===== config.mk =====
export PLATFORM = sky130hd
export DESIGN_NAME = inst_fetch_unit
export DESIGN_NICKNAME = d
export VERILOG_FILES = /design/src/rtl/inst_fetch_unit_pkg.sv /design/src/rtl/pc_next_calc.sv /design/src/rtl/inst_fetch_unit.sv
export SDC_FILE = /design/constraint.sdc
export NUM_CORES = 1
export LEC_CHECK = 0
export ABC_CLOCK_PERIOD_IN_PS = 4800
export CORE_MARGIN = 8
export CORE_UTILIZATION = 54
export CTS_CLUSTER_SIZE = 28
export DETAILED_ROUTE_END_ITERATION = 16
export PLACE_DENSITY = 0.86
export SYNTH_ARGS = -nofsm -noshare
export SYNTH_HDL_FRONTEND = slang
export SYNTH_SLANG_ARGS = --single-unit
export TNS_END_PERCENT = 5

===== constraint.sdc =====
create_clock -name clk -period 4.8 [get_ports clk]
set_input_delay 0.96 -clock clk [delete_from_list [all_inputs] [get_ports clk]]
set_output_delay 0.96 -clock clk [all_outputs]
set_load 0.01 [all_outputs]

===== src/rtl/inst_fetch_unit_pkg.sv =====
// rtl/inst_fetch_unit_pkg.sv - shared constants for the instruction fetch unit
// Purpose: FSM state encodings, NOP word, PC step and opcode width shared by
// inst_fetch_unit and pc_next_calc.
// Ports: none (package).
package inst_fetch_unit_pkg;

    localparam int OPCODE_WIDTH      = 7;
    localparam int FETCH_STATE_WIDTH = 2;
    localparam int PC_STEP           = 4;

    localparam logic [FETCH_STATE_WIDTH-1:0] S_IDLE = 2'd0;
    localparam logic [FETCH_STATE_WIDTH-1:0] S_REQ  = 2'd1;
    localparam logic [FETCH_STATE_WIDTH-1:0] S_WAIT = 2'd2;
    localparam logic [FETCH_STATE_WIDTH-1:0] S_HOLD = 2'd3;

    // addi x0, x0, 0
    localparam logic [31:0] INST_NOP = 32'h0000_0013;

endpackage


===== src/rtl/pc_next_calc.sv =====
// rtl/pc_next_calc.sv - combinational next-PC computation for fetch
// Purpose: selects branch target (inst_pc + imm) or sequential PC (inst_pc + 4),
// word-aligns the result and flags a target that had bit 1 set.
// Ports:
//   inst_pc      in  XLEN  address of the held instruction
//   imm          in  XLEN  sign-extended branch offset
//   take         in  1     branch taken (branch & alu_zero)
//   next_pc      out XLEN  word-aligned next fetch address
//   misalign_raw out 1     unaligned target bit (target[1])
module pc_next_calc
    import inst_fetch_unit_pkg::*;
#(
    parameter int XLEN = 32
) (
    input  logic [XLEN-1:0] inst_pc,
    input  logic [XLEN-1:0] imm,
    input  logic            take,
    output logic [XLEN-1:0] next_pc,
    output logic            misalign_raw
);

    logic [XLEN-1:0] target;

    // Modular add: wraps at 2^XLEN silently.
    assign target       = take ? (inst_pc + imm) : (inst_pc + XLEN'(PC_STEP));
    assign next_pc      = target & ~XLEN'(3);
    assign misalign_raw = target[1];

endmodule


===== src/rtl/inst_fetch_unit.sv =====
// rtl/inst_fetch_unit.sv - PC owner and single-outstanding instruction fetcher
// Purpose: fetches one 32-bit instruction at a time over imem req/rvalid, holds it
// for decode under valid/ready, and advances the PC on accept (branch or +4).
// Ports:
//   clk, rst_n                         clock, asynchronous active-low reset
//   imem_req/imem_addr                 one-cycle fetch request and address
//   imem_rvalid/imem_rdata             fetch response
//   inst_valid/inst_ready              decode handshake
//   inst/inst_pc/opcode                held instruction, its address, inst[6:0]
//   branch/alu_zero/imm                branch resolution, sampled on accept
//   flush/flush_pc                     redirect, highest priority
//   misalign                           one-cycle pulse: target bit 1 was set
module inst_fetch_unit
    import inst_fetch_unit_pkg::*;
#(
    parameter int              XLEN     = 32,
    parameter logic [XLEN-1:0] RESET_PC = '0
) (
    input  logic                    clk,
    input  logic                    rst_n,
    output logic                    imem_req,
    output logic [XLEN-1:0]         imem_addr,
    input  logic                    imem_rvalid,
    input  logic [31:0]             imem_rdata,
    output logic                    inst_valid,
    input  logic                    inst_ready,
    output logic [31:0]             inst,
    output logic [XLEN-1:0]         inst_pc,
    output logic [OPCODE_WIDTH-1:0] opcode,
    input  logic                    branch,
    input  logic                    alu_zero,
    input  logic [XLEN-1:0]         imm,
    input  logic                    flush,
    input  logic [XLEN-1:0]         flush_pc,
    output logic                    misalign
);

    logic [FETCH_STATE_WIDTH-1:0] state;
    logic [XLEN-1:0]              pc;
    logic                         drop;
    logic [XLEN-1:0]              next_pc;
    logic                         misalign_raw;
    logic [XLEN-1:0]              flush_target;

    assign flush_target = flush_pc & ~XLEN'(3);
    assign opcode       = inst[OPCODE_WIDTH-1:0];

    pc_next_calc #(.XLEN(XLEN)) u_pc_next_calc (
        .inst_pc      (inst_pc),
        .imm          (imm),
        .take         (branch & alu_zero),
        .next_pc      (next_pc),
        .misalign_raw (misalign_raw)
    );

    // imem_req is loaded together with every transition into S_REQ so that it
    // is high for exactly the cycle spent in S_REQ.
    always_ff @(posedge clk or negedge rst_n) begin
        if (!rst_n) begin
            state      <= S_IDLE;
            pc         <= RESET_PC;
            drop       <= 1'b0;
            imem_req   <= 1'b0;
            imem_addr  <= '0;
            inst_valid <= 1'b0;
            inst       <= INST_NOP;
            inst_pc    <= '0;
            misalign   <= 1'b0;
        end else begin
            imem_req <= 1'b0;
            misalign <= 1'b0;
            case (state)
                S_IDLE: begin
                    state     <= S_REQ;
                    imem_req  <= 1'b1;
                    imem_addr <= pc;
                end
                S_REQ: begin
                    if (flush) begin
                        pc        <= flush_target;
                        imem_req  <= 1'b1;
                        imem_addr <= flush_target;
                    end else begin
                        state <= S_WAIT;
                    end
                end
                S_WAIT: begin
                    if (flush) begin
                        pc <= flush_target;
                        if (imem_rvalid) begin
                            // Response arrives with the flush: discard it and
                            // refetch right away, nothing left outstanding.
                            drop      <= 1'b0;
                            state     <= S_REQ;
                            imem_req  <= 1'b1;
                            imem_addr <= flush_target;
                        end else begin
                            drop <= 1'b1;
                        end
                    end else if (imem_rvalid) begin
                        if (drop) begin
                            drop      <= 1'b0;
                            state     <= S_REQ;
                            imem_req  <= 1'b1;
                            imem_addr <= pc;
                        end else begin
                            inst       <= imem_rdata;
                            inst_pc    <= pc;
                            inst_valid <= 1'b1;
                            state      <= S_HOLD;
                        end
                    end
                end
                S_HOLD: begin
                    if (flush) begin
                        pc         <= flush_target;
                        inst_valid <= 1'b0;
                        state      <= S_REQ;
                        imem_req   <= 1'b1;
                        imem_addr  <= flush_target;
                    end else if (inst_ready) begin
                        pc         <= next_pc;
                        inst_valid <= 1'b0;
                        misalign   <= misalign_raw;
                        state      <= S_REQ;
                        imem_req   <= 1'b1;
                        imem_addr  <= next_pc;
                    end
                end
                default: state <= S_IDLE;
            endcase
        end
    end

endmodule

==> summary.txt <==
top cell type's share of synthesized area = 39.4%
DIE AREA = 0.0188 mm^2
core area = 0.0144 mm^2
vias per cell = 6.19
Hold Vio Cnt, Final = 0
crit-path max FO = 6
slowest CP cell = clkdlybuf4s50_1
Max Clk Rate = 240 MHz
first drt pass iteration count = 5
Num CTS Buffers = 17
num ports = 209
Post-Syn Area = 0.00794 mm^2
initial core utilization = 55.0%
slowest stage delay, CP = 0.63 ns
Slew @ Worst Pin = 1.18 ns
clk_lat worst skew = 0.42 ns
TritonCTS clock tree = built
H-tree depth = 4
CP Buf/Inv Count = 2
Pwr Total = 6590 uW
CP Data Required Time = 5.12 ns
Die Width = 137 um
Die H = 137 um
worst path arrival time = 4.50 ns
Clk pin slew, worst setup/hold paths = 0.06 ns
via count = 7667
top post-synthesis cells by area = dfrtp_1 (39%), mux2_2 (8.9%), ha_1 (5.2%)
diodes inserted = 0
Slew Viols, Final = 0
largest net degree at the start of global routing = 97
CP Launch Type = primary input
synth warn = 0
max-cap viol count = 0
Seq/Total Area, Yosys = 40.4%
first-pass GRT wire length = 40400 um
port bufs = 201
crit-path cells = clkdlybuf4s50_1, nand3b_1, ha_1, fa_1, a21oi_2, o21ai_2, a2111oi_1, buf_4, or3_1, a211o_1, nand2_1, a41oi_2, xor2_1, o32ai_2
global router's overall resource usage = 27.5%
GP Congestion = 0.961
CTS resizes = 0
Detail Route Antenna Nets = 0
Synth area leader = dfrtp_1
DRC = 0
Mapped Cells = 865
TNS Setup = 0 ns
share of cells above drive strength 1 = 12.2%
grt ovf = 0
initial DRC count = 780
predominant post-synthesis flop cell = dfrtp_1
clk root buf = clkbuf_16
cts hold-fix bufs = 0
Register Area = 0.00321 mm^2
P_leak = 0.00479 uW
Power Dens Cells = 618 mW/mm^2
synth cell count leaders = dfrtp_1 (125), nand2_1 (91), a21oi_1 (75)
Synth cell types = 70
kind of critical path = primary input to flip-flop
Rows = 44
initial antenna violation count = 0
Setup Buffers After CTS = 0
TritonCTS Sinks = 128
RSZ-0062 raised after global routing = false
most frequent cell after synthesis = dfrtp_1
multi-input logic area = 0.00438 mm^2
CP top delay family = compound AO/OA/AOI/OAI gates
max_slew headroom = 21.2%
Max Buffers Root-to-Sink = 2
element type at the critical path end = flip-flop
skew final = 0.00665 ns
Final HPWL DP = 18600 um
Final nets = 1178
Seq cells post-synth = 128
Mapped Avg Cell Area = 9.18 um^2
VDD IR max = 352 uV
Post-synth ARST share = 100%
# setup viols final = 0
fillcell total = 1050
Avg WL per Cell = 20.9 um
outcome = finished clean
Post-synth EDFFs = 0
Total Routed Length = 25900 um
synthesis-to-finish area growth = 34.2%
period utilization = 86.9%
vias in the first global route = 7619
Worst Hold Class = flip-flop to flip-flop
Tmin final = 4.17 ns
-- flip-flops by register name (all words and copies together), names as in the netlist --
register and flops:
drop 1, misalign 1, inst 32, state 2, pc 30, inst_valid 1, imem_addr 30, inst_pc 30
imem_req 1
-- stage by stage --
step                util, %  cell area (um^2)  hold slack (ns)  setup WS [ns]  std cells
floorplan                 -              7950            0.466           1.13        868
global placement       69.8             10100            0.462          0.333       1206
detailed placement     69.8             10100            0.473          0.296       1206
CTS                    73.8             10700            0.486          0.706       1238
global route           73.8             10700            0.515          0.510       1238
finish                 73.8             10700            0.482          0.629       1238
-- metal layers --
| layer | track usage, % | share of wire [%] |
|---|---|---|
| met5 | 0 | 0 |
| met3 | 6.35 | 10 |
| met1 | 35.8 | 40 |
| met4 | 12.7 | 3.3 |
| met2 | 42.8 | 46 |
-- kinds of logic (layout without fill, tap and decap cells) --
logic type	after synthesis	in the layout	synth area share [%]
flip-flops	128	128	40.4
XOR/XNOR	24	24	2.65
AND/OR/NAND/NOR	250	250	14.7
buffers and inverters	88	274	4.74
other	1	4	0.0472
AO/OA/AOI/OAI	265	265	21.6
multiplexers	75	75	10.4
adder cells (fa/ha/maj)	34	34	5.45
-- worst register-to-register path, stage by stage, from the launching register on --
cell and delay [ns]:
dfrtp_1 0.42, inv_1 0.10, ha_1 0.65, inv_1 0.30, o22ai_1 0.46, or2_2 0.64
buf_4 0.34, or3_1 0.13, o21ai_0 0.08, a21oi_1 0.16
-- path summary, 6_finish.rpt --
check,from,to,slack (ns),cells after the start
setup / recovery,branch,imem_addr[24],0.63,14
hold / removal,imem_addr[11],imem_addr[11],0.48,2
setup reg to reg,state[0],imem_addr[16],1.44,9
hold reg to reg,imem_addr[11],imem_addr[11],0.48,2
max in group asynchronous,rst_n,inst[16],3.12,2
min in group asynchronous,rst_n,inst_pc[11],0.60,1
-- power breakdown --
part           switching, uW  internal [uW]  total [uW]
Clock                    524            769        1290
Sequential               409           1590        2000
Combinational           1730           1560        3290
Total                   2660           3930        6590
-- layout by cell type (no fill, tap or decap), drive strengths merged, types with 3 or more instances in the layout --
cell type	netlist	final
clkdlybuf4s50	0	200
dfrtp	125	125
nand2	91	91
a21oi	76	76
o21ai	73	73
mux2	63	63
nor2	59	59
and3	35	35
ha	33	33
inv	23	26
nand3	20	20
a21o	20	20
buf	19	19
clkbuf	46	17
a221oi	15	15
a31oi	14	14
xnor2	14	14
mux2i	12	12
or3	10	10
xor2	10	10
nor3	9	9
a22oi	7	7
o22ai	6	6
clkinv	0	6
nand4	5	5
o21bai	5	5
a22o	5	5
a222oi	5	5
nand2b	4	4
a221o	4	4
o21a	4	4
conb	1	4
clkinvlp	0	4
or2	4	4
a311oi	3	3
and2	3	3
o311ai	3	3
dfstp	3	3
a21boi	3	3
-- area by class of cell --
| cell class | count | area share (%) |
|---|---|---|
| well taps | 184 | 2.16 |
| flip-flops and latches | 128 | 30.1 |
| repair buffers | 219 | 20.3 |
| clock buffers | 17 | 3.99 |
| inverters | 23 | 0.811 |
| clock inverters | 15 | 1.52 |
| multi-input cells | 652 | 41.1 |
Note: power is estimated with default switching activity, not from simulation.
